==> src/rtl/camera_pkg.sv <==
// Shared types and default constants for the exposure timer controller and the exposure FSM bench.
package camera_pkg;

  typedef enum logic [1:0] {IDLE, ARM, EXPOSE, READOUT} exp_state_t;

  localparam int unsigned EXP_W_DEF       = 5;
  localparam int unsigned EXP_MIN_DEF     = 2;
  localparam int unsigned EXP_MAX_DEF     = 30;
  localparam int unsigned EXP_DEFAULT_DEF = 2;
  localparam int unsigned TICK_DIV_DEF    = 1000;
  localparam int unsigned HOLDOFF_DEF     = 4;

  // Saturating one-unit step; simultaneous up and down cancel out.
  function automatic int unsigned exp_step(input int unsigned cur, input logic up, input logic dn,
                                           input int unsigned lo, input int unsigned hi);
    int unsigned r;
    r = cur;
    if (up && !dn && cur < hi)      r = cur + 1;
    else if (dn && !up && cur > lo) r = cur - 1;
    return r;
  endfunction

endpackage

==> src/rtl/edge_detect.sv <==
// Registered rising-edge detector: pulses for the cycle in which the input is high after being low.
module edge_detect (
  input  logic i_clk,
  input  logic i_rst_n,
  input  logic i_d,
  output logic o_edge
);

  logic r_q;

  always_ff @(posedge i_clk or negedge i_rst_n) begin
    if (!i_rst_n) r_q <= 1'b0;
    else          r_q <= i_d;
  end

  assign o_edge = i_d & ~r_q;

endmodule

==> src/rtl/exposure_timer_ctrl.sv <==
// Exposure timer controller: owns the exposure setting, issues Init, times EXPOSE and raises Ovf5.
// Optional feature macro CONT_MODE_EN adds i_continuous for back-to-back captures.
module exposure_timer_ctrl
  import camera_pkg::*;
#(
  parameter int unsigned EXP_W       = EXP_W_DEF,
  parameter int unsigned EXP_MIN     = EXP_MIN_DEF,
  parameter int unsigned EXP_MAX     = EXP_MAX_DEF,
  parameter int unsigned EXP_DEFAULT = EXP_DEFAULT_DEF,
  parameter int unsigned TICK_DIV    = TICK_DIV_DEF,
  parameter int unsigned HOLDOFF     = HOLDOFF_DEF
) (
  input  logic             i_clk,
  input  logic             i_rst_n,
  input  logic             i_init_req,
  input  logic             i_exp_increase,
  input  logic             i_exp_decrease,
  input  logic             i_start,
`ifdef CONT_MODE_EN
  input  logic             i_continuous,
`endif
  output logic             o_init,
  output logic             o_ovf5,
  output logic [EXP_W-1:0] o_exp_time,
  output logic             o_busy
);

  localparam int unsigned PW = (TICK_DIV > 1) ? $clog2(TICK_DIV) : 1;
  localparam int unsigned HW = (HOLDOFF > 0) ? $clog2(HOLDOFF + 1) : 1;
  localparam logic [PW-1:0] PRESC_LAST = PW'(TICK_DIV - 1);
  localparam logic [HW-1:0] HOLD_LOAD  = HW'(HOLDOFF);
  localparam int unsigned NUM_ED  = 3;
  localparam int unsigned ED_INIT = 0;
  localparam int unsigned ED_INC  = 1;
  localparam int unsigned ED_DEC  = 2;

  exp_state_t       r_state, w_state_nxt;
  logic [EXP_W-1:0] r_exp, w_exp_nxt;
  logic [PW-1:0]    r_presc, w_presc_nxt;
  logic [EXP_W-1:0] r_unit, w_unit_nxt;
  logic [HW-1:0]    r_hold, w_hold_nxt;
  logic             r_init, w_init_nxt;
  logic             r_ovf, w_ovf_nxt;
  logic             r_busy;
  logic             w_go_cont;
  logic             w_pend_nxt;

  logic [NUM_ED-1:0] w_lvl, w_edge;
  assign w_lvl = {i_exp_decrease, i_exp_increase, i_init_req};

  for (genvar g = 0; g < NUM_ED; g++) begin : g_ed
    edge_detect u_ed (
      .i_clk  (i_clk),
      .i_rst_n(i_rst_n),
      .i_d    (w_lvl[g]),
      .o_edge (w_edge[g])
    );
  end

`ifdef CONT_MODE_EN
  logic r_cont_pend;
  always_ff @(posedge i_clk or negedge i_rst_n) begin
    if (!i_rst_n) r_cont_pend <= 1'b0;
    else          r_cont_pend <= w_pend_nxt;
  end
  assign w_go_cont = r_cont_pend;
`else
  assign w_go_cont = 1'b0;
`endif

  always_comb begin
    w_state_nxt = r_state;
    w_exp_nxt   = r_exp;
    w_presc_nxt = r_presc;
    w_unit_nxt  = r_unit;
    w_hold_nxt  = r_hold;
    w_init_nxt  = 1'b0;
    w_ovf_nxt   = r_ovf;
    w_pend_nxt  = 1'b0;
    unique case (r_state)
      IDLE: begin
        w_exp_nxt = EXP_W'(exp_step(32'(r_exp), w_edge[ED_INC], w_edge[ED_DEC], EXP_MIN, EXP_MAX));
        if (w_edge[ED_INIT] || w_go_cont) begin
          w_init_nxt  = 1'b1;
          w_state_nxt = ARM;
        end
      end
      ARM: begin
        if (i_start) begin
          w_state_nxt = EXPOSE;
          w_presc_nxt = '0;
          w_unit_nxt  = '0;
        end
      end
      EXPOSE: begin
        // An abort wins over a coincident final tick: Ovf5 must never follow a dropped Start.
        if (!i_start) begin
          w_state_nxt = READOUT;
          w_hold_nxt  = HOLD_LOAD;
        end else if (r_presc == PRESC_LAST) begin
          w_presc_nxt = '0;
          w_unit_nxt  = r_unit + EXP_W'(1);
          if (r_unit == r_exp - EXP_W'(1)) begin
            w_ovf_nxt   = 1'b1;
            w_state_nxt = READOUT;
          end
        end else begin
          w_presc_nxt = r_presc + PW'(1);
        end
      end
      READOUT: begin
        // Ovf5 high marks the wait-for-Start-low phase; low means holdoff is running.
        if (r_ovf) begin
          if (!i_start) begin
            w_ovf_nxt  = 1'b0;
            w_hold_nxt = HOLD_LOAD;
          end
        end else if (r_hold <= HW'(1)) begin
          w_hold_nxt  = '0;
          w_state_nxt = IDLE;
`ifdef CONT_MODE_EN
          w_pend_nxt  = i_continuous;
`endif
        end else begin
          w_hold_nxt = r_hold - HW'(1);
        end
      end
      default: w_state_nxt = IDLE;
    endcase
  end

  always_ff @(posedge i_clk or negedge i_rst_n) begin
    if (!i_rst_n) begin
      r_state <= IDLE;
      r_exp   <= EXP_W'(EXP_DEFAULT);
      r_presc <= '0;
      r_unit  <= '0;
      r_hold  <= '0;
      r_init  <= 1'b0;
      r_ovf   <= 1'b0;
      r_busy  <= 1'b0;
    end else begin
      r_state <= w_state_nxt;
      r_exp   <= w_exp_nxt;
      r_presc <= w_presc_nxt;
      r_unit  <= w_unit_nxt;
      r_hold  <= w_hold_nxt;
      r_init  <= w_init_nxt;
      r_ovf   <= w_ovf_nxt;
      r_busy  <= (w_state_nxt != IDLE);
    end
  end

  assign o_init     = r_init;
  assign o_ovf5     = r_ovf;
  assign o_exp_time = r_exp;
  assign o_busy     = r_busy;

endmodule

==> config.mk <==
export PLATFORM = sky130hd
export DESIGN_NAME = exposure_timer_ctrl
export DESIGN_NICKNAME = d
export VERILOG_FILES = /design/src/rtl/camera_pkg.sv /design/src/rtl/edge_detect.sv /design/src/rtl/exposure_timer_ctrl.sv
export SDC_FILE = /design/constraint.sdc
export NUM_CORES = 1
export LEC_CHECK = 0
export ABC_CLOCK_PERIOD_IN_PS = 1750
export BUFFER_PORTS_ARGS = -buffer_cell sky130_fd_sc_hd__buf_2
export CORE_UTILIZATION = 36
export CTS_BUF_LIST = sky130_fd_sc_hd__clkbuf_8
export CTS_CLUSTER_SIZE = 8
export DETAILED_ROUTE_END_ITERATION = 8
export GPL_TIMING_DRIVEN = 0
export PLACE_DENSITY = 0.54
export SLEW_MARGIN = 10
export SYNTH_ARGS = -nofsm -noshare
export SYNTH_HDL_FRONTEND = slang
export SYNTH_HIERARCHICAL = 1
export SYNTH_SLANG_ARGS = --single-unit
==> constraint.sdc <==
create_clock -name i_clk -period 1.75 [get_ports i_clk]
set_input_delay 0.35 -clock i_clk [delete_from_list [all_inputs] [get_ports i_clk]]
set_output_delay 0.35 -clock i_clk [all_outputs]
set_load 0.03 [all_outputs]
# Yosys cells after proc, flatten, opt, wreduce, memory -nomap -nowiden
# Index checks and enable logic that the tools add are counted.
dict set report totals {
  ff_bits 31
  latch_bits 0
  ramBits 0
  romBits 0
  inputBits 6
  out_inout_bits 8
  wordCells 80
  mem_count 0
}
dict set report op_classes {
  addsub 6
  multipliers 0
  n_div 0
  order_cmp 3
  n_eq_ne 9
  shift 0
  muxes 30
  n_bitwise 6
  reduce_logical 15
}
# op count
set op_table {}
lappend op_table {{$mux W10} 3}
lappend op_table {{$mux W5} 5}
lappend op_table {{$pmux W10 S2} 1}
lappend op_table {{$mux W2} 7}
lappend op_table {{$add A10 B1 Y10 const B} 1}
lappend op_table {{$add A5 B1 Y5 const B} 2}
lappend op_table {{$eq A10 B10 Y1 const B} 1}
lappend op_table {{$pmux W5 S2} 1}
lappend op_table {{$sub A5 B1 Y5 const B} 2}
lappend op_table {{$mux W3} 3}
lappend op_table {{$ne A2 B2 Y1 const B} 4}
lappend op_table {{$pmux W2 S4} 1}
lappend op_table {{$reduce_and A4 Y1} 2}
lappend op_table {{$reduce_bool A2 Y1} 4}
lappend op_table {{$mux W1} 7}
lappend op_table {{$pmux W3 S2} 1}
lappend op_table {{$eq A5 B5 Y1} 1}
lappend op_table {{$gt A5 B2 Y1 const B} 1}
lappend op_table {{$lt A5 B5 Y1 const B} 1}
lappend op_table {{$eq A2 B2 Y1 const B} 2}
lappend op_table {{$logic_and A1 B1 Y1} 4}
lappend op_table {{$and A1 B1 Y1} 3}
lappend op_table {{$le A3 B1 Y1 const B} 1}
lappend op_table {{$not A1 Y1} 3}
lappend op_table {{other kinds (7)} 8}

# Longest topological paths before layout
dict set report logic_depth {
  depth_word 7
  ltp_mapped 7
  mapped_depth_nobuf 6
}

# Cells and area by module
# Netlist, hierarchy kept.
# module instances cells_per_inst area_per_inst_um2 seq_area_each_um2
set modules_own_cells {}
lappend modules_own_cells {exposure_timer_ctrl 1 198 1793.0 701.9}
lappend modules_own_cells {edge_detect 3 2 38.8 25.0}

# Worst setup path after synthesis
# Ideal clock, no wire load.
dict set report synth_timing {
  path_kind {flip-flop to flip-flop}
  start {register r_exp[0] (netlist: o_exp_time[0])}
  end {register r_ovf (netlist: o_ovf5)}
  setup_ns 0.083
  arrival_time_ns 1.767
  required_time_ns 1.667
  slack_ns -0.100
  path_stages_with_launch 8
  n_path_buf 1
  period_less_slack_ns 1.850
  cell_sequence {dfrtp_1 > clkbuf_1 > inv_1 > ha_1 > nand2b_1 > o211a_1 > o31a_1 > o21ai_0}
}
dict set report synth_via {
  elab_chain_cells 4
}
# element line_no
set synth_rtl {}
lappend synth_rtl {{from (decl)} exposure_timer_ctrl.sv:38} ;# logic [EXP_W-1:0] r_exp, w_exp_nxt;
lappend synth_rtl {{from (signal assigned)} exposure_timer_ctrl.sv:135} ;# r_exp <= EXP_W'(EXP_DEFAULT);
lappend synth_rtl {{from (signal assigned)} exposure_timer_ctrl.sv:144} ;# r_exp <= w_exp_nxt;
lappend synth_rtl {{$sub A5 B1 Y5} exposure_timer_ctrl.sv:103} ;# if (r_unit == r_exp - EXP_W'(1)) begin
lappend synth_rtl {{$eq A5 B5 Y1} exposure_timer_ctrl.sv:103}
lappend synth_rtl {{$ne A2 B2 Y1 (no line)} -}
lappend synth_rtl {{$reduce_and A4 Y1 (no line)} -}
lappend synth_rtl {{to (signal assigned)} exposure_timer_ctrl.sv:149} ;# r_ovf <= w_ovf_nxt;
lappend synth_rtl {{to (decl)} exposure_timer_ctrl.sv:43} ;# logic r_ovf, w_ovf_nxt;
# No other way between the ends.
# A chain may end at the register's enable or synchronous reset.

# Worst setup path in the final report
dict set report layout_timing {
  start {register r_presc[1]}
  end {register r_unit[4]}
}
dict set report layout_via {
  elab_chain_cells 3
}
# element line_no
set layout_rtl {}
lappend layout_rtl {{from (decl)} exposure_timer_ctrl.sv:39} ;# logic [PW-1:0] r_presc, w_presc_nxt;
lappend layout_rtl {{from (signal assigned)} exposure_timer_ctrl.sv:145} ;# r_presc <= w_presc_nxt;
lappend layout_rtl {{$eq A10 B10 Y1} exposure_timer_ctrl.sv:100} ;# end else if (r_presc == PRESC_LAST) begin
lappend layout_rtl {{$ne A2 B2 Y1 (no line)} -}
lappend layout_rtl {{$reduce_and A4 Y1 (no line)} -}
lappend layout_rtl {{to (signal assigned)} exposure_timer_ctrl.sv:146} ;# r_unit <= w_unit_nxt;
lappend layout_rtl {{to (decl)} exposure_timer_ctrl.sv:40} ;# logic [EXP_W-1:0] r_unit, w_unit_nxt;
# No other way between the ends.

==> results.json <==
{
  "drive_gt1_share_pct": 25.8,
  "crit_end": "r_unit[4]",
  "worst_slack_ns": -0.0110,
  "rrSetupSlack_ns": -0.01,
  "io_pins": 14,
  "final-seq-area_um2": 782,
  "place_congestion": 0.792,
  "r2r_cells": 5,
  "grt_overflow": 0,
  "async_flop_share_pct": 100,
  "postSynthAreaPerCell_um2": 9.36,
  "yosysTopAreaCellShare_pct": 39.3,
  "place_ws_ns": -0.410,
  "hold_class": "in2async",
  "tritoncts": "done",
  "cts_buffers": 5,
  "synth_top_family_by_area": "simple AND/OR/NAND/NOR gates",
  "critPathKind": "reg2reg",
  "fin_util_pct": 46.1,
  "core.rowCount": 26,
  "yosys.area_share.simple_pct": 27.0,
  "ys_seq_area_share_pct": 40.7,
  "yosysUniqueCellTypes": 50,
  "crit_path_end_kind": "flip-flop",
  "required_ns": 1.97,
  "synthesis.nets": 216,
  "grt_pass1_wl_um": 7130,
  "dp_hpwl_um": 2890,
  "cts_sinks": 31,
  "cp_max_fo": 3,
  "core_mm2": 0.00511,
  "r2r-start": "r_presc[1]",
  "hold_buffers": 0,
  "powerDensity_mw_per_mm2": 1510,
  "critPathLaunchType": "flip-flop",
  "fill_cells": 500,
  "grt_pass1_vias": 1509,
  "crit_arrival_ns": 1.98,
  "postRouteAntennaNets": 0,
  "wire_per_inst_um": 14.5,
  "synth_fa_ha_area_share_pct": 3.93,
  "period_minus_slack_ns": 1.76,
  "clock_latency_ns": 0.28,
  "startpoint": "r_presc[1]",
  "clockBufferDepth": 2,
  "hold_ws_ns": 0.112,
  "track_usage_pct": 16.8,
  "drt_first_pass_iters": 4,
  "vias_per_cell": 5.43,
  "tightest_slew_ns": 0.686,
  "multiInputGateArea_mm2": 0.00115,
  "setup_viol": 1,
  "port_buffers": 13,
  "ys_top_cells_by_count": "30 x dfrtp_1, 15 x nand2_1, 12 x nor2_1",
  "routed_wl_um": 4390,
  "area_delta_synth_final_pct": 23.4,
  "clock-root-buffer": "clkbuf_8",
  "vias": 1646,
  "drtIter0Drc": 131,
  "die_h_um": 74.8,
  "synth.most_common_cell": "dfrtp_1",
  "synth-edff-count": 0,
  "synth_area_leader_cell": "dfrtp_1",
  "antenna_cells": 0,
  "final_net_count": 244,
  "rsz0062_at_grt": "yes",
  "yosysWarnings": 6,
  "synth-seq-cells": 31,
  "synth_compound_area_share_pct": 16.2,
  "slew_violations": 0,
  "r2r-end": "r_unit[4]",
  "synthMuxAreaShare_pct": 1.11,
  "htreeDepth": 2,
  "antenna_found_initial": 0,
  "status": "complete, but fails checks",
  "ir_drop_v": 0.000733,
  "drv_cap": 0,
  "finalNonFillerCells": 303,
  "netlist_area_mm2": 0.00191,
  "placedCellCount": 287,
  "initial_core_util_pct": 37.4,
  "synthXorXnorAreaFrac_pct": 7.27,
  "max_slew_margin_pct": 54.3,
  "violations": "setup timing",
  "clk_pin_slew_ns": 0.07,
  "die_w_um": 74.8,
  "drc": 0,
  "max_freq_mhz": 568,
  "p_leak_uw": 0.00101,
  "synth_cells": 204,
  "die_area_mm2": 0.00560,
  "grt_max_degree": 32,
  "ys.flop_type": "dfrtp_1",
  "finalHoldViolCount": 0,
  "skew_ns": 0.00538,
  "fin_crit_sh_pct": 101,
  "synth.area.top_cells": "dfrtp_1 39%, xnor2_1 4.1%, ha_1 3.9%, nand2_1 2.9%, nand2b_1 2.9%"
}
==> kinds of logic (layout without fill, tap and decap cells) <==
| kind of cell | count (synthesis) | in the layout |
|---|---|---|
| AO/OA/AOI/OAI | 43 | 43 |
| adder cells (fa/ha/maj) | 6 | 6 |
| XOR/XNOR | 15 | 15 |
| multiplexers | 2 | 2 |
| AND/OR/NAND/NOR | 88 | 88 |
| flip-flops | 31 | 31 |
| buffers and inverters | 19 | 48 |
==> metrics by stage <==
step	power (uW)	setup TNS, ns	cell area, um^2
5_1_grt	3800	-0.469	2360
4_1_cts	3480	0	2280
2_1_floorplan	2220	0	1910
3_5_place_dp	2590	-2.79	2060
6_report	3560	-0.0110	2360
3_3_place_gp	2590	-2.94	2060
==> power breakdown <==
group	internal (uW)	switching (uW)	total (uW)	leakage, uW
Combinational	713	960	1670	0.000565
Sequential	912	235	1150	0.000389
Clock	461	278	739	0.0000612
Total	2090	1470	3560	0.00101
==> critical path, stage by stage, from the launching register on <==
cell and delay, ns:
dfrtp_1 0.41, ha_4 0.16, nand4b_1 0.15, or3_4 0.37, or4_4 0.52, nand3_2 0.08
==> layout by cell type (no fill, tap or decap), types with 3 or more instances in the layout <==
| cell | n |
|---|---|
| dfrtp_1 | 26 |
| nand2_1 | 15 |
| buf_2 | 13 |
| nor2_1 | 12 |
| inv_1 | 10 |
| o21ai_0 | 10 |
| buf_4 | 10 |
| nand2b_1 | 9 |
| nand4_1 | 9 |
| xnor2_1 | 9 |
| nand3_1 | 6 |
| and3_1 | 6 |
| clkbuf_8 | 6 |
| xor2_1 | 5 |
| a22o_1 | 5 |
| clkbuf_1 | 4 |
| nor3_1 | 4 |
| ha_1 | 4 |
| dfrtp_2 | 4 |
| a21oi_1 | 3 |
| o211ai_1 | 3 |
| nor2b_1 | 3 |
| nor2b_4 | 3 |
==> layer usage <==
metal	global-route usage (%)	part of all wire (%)	wire, um	vias to the layer above
met1	24.4	48	2130	810
li1	-	-	-	792
met5	0	0	0	-
met4	4.40	0.64	28	0
met3	4.15	4.8	210	2
met2	24.9	46	2030	42
==> timing repair <==
item / CTS / global route
buffers inserted: 9 / 1
resized for setup: 8 / 19
endpoints found under the hold margin: 0 / 0
pin swaps: 5 / 3
setup endpoints to repair: 14 / 22
==> worst min-delay path by stage <==
stage                     startpoint          endpoint  slack [ns]  depth (start not counted)
after floorplan              i_rst_n  g_ed[0].u_ed/r_q        0.05                          0
after global placement       i_rst_n  g_ed[1].u_ed/r_q        0.44                          1
final                        i_rst_n         r_unit[1]        0.11                          1
after detailed placement     i_rst_n  g_ed[1].u_ed/r_q        0.45                          1
after CTS                    i_rst_n        r_state[0]        0.15                          1
after global routing         i_rst_n            o_busy        0.18                          1
==> area by class of cell <==
class	count	area share, %
buffer	7	1.54
clock buffer	6	3.51
clock inverter	2	1.49
inverter	10	1.59
multi-input combinational	154	49.0
sequential	31	33.2
tap	70	3.72
timing repair buffer	23	5.95
==> registers in the layout, indices dropped and copies added, names as in the netlist <==
name and count:
r_presc 10, o_exp_time 5, r_unit 5, g_ed.u_ed/r_q 3, r_hold 3, r_state 2, o_busy 1, o_init 1
o_ovf5 1
(Power assumes the default switching activity.)
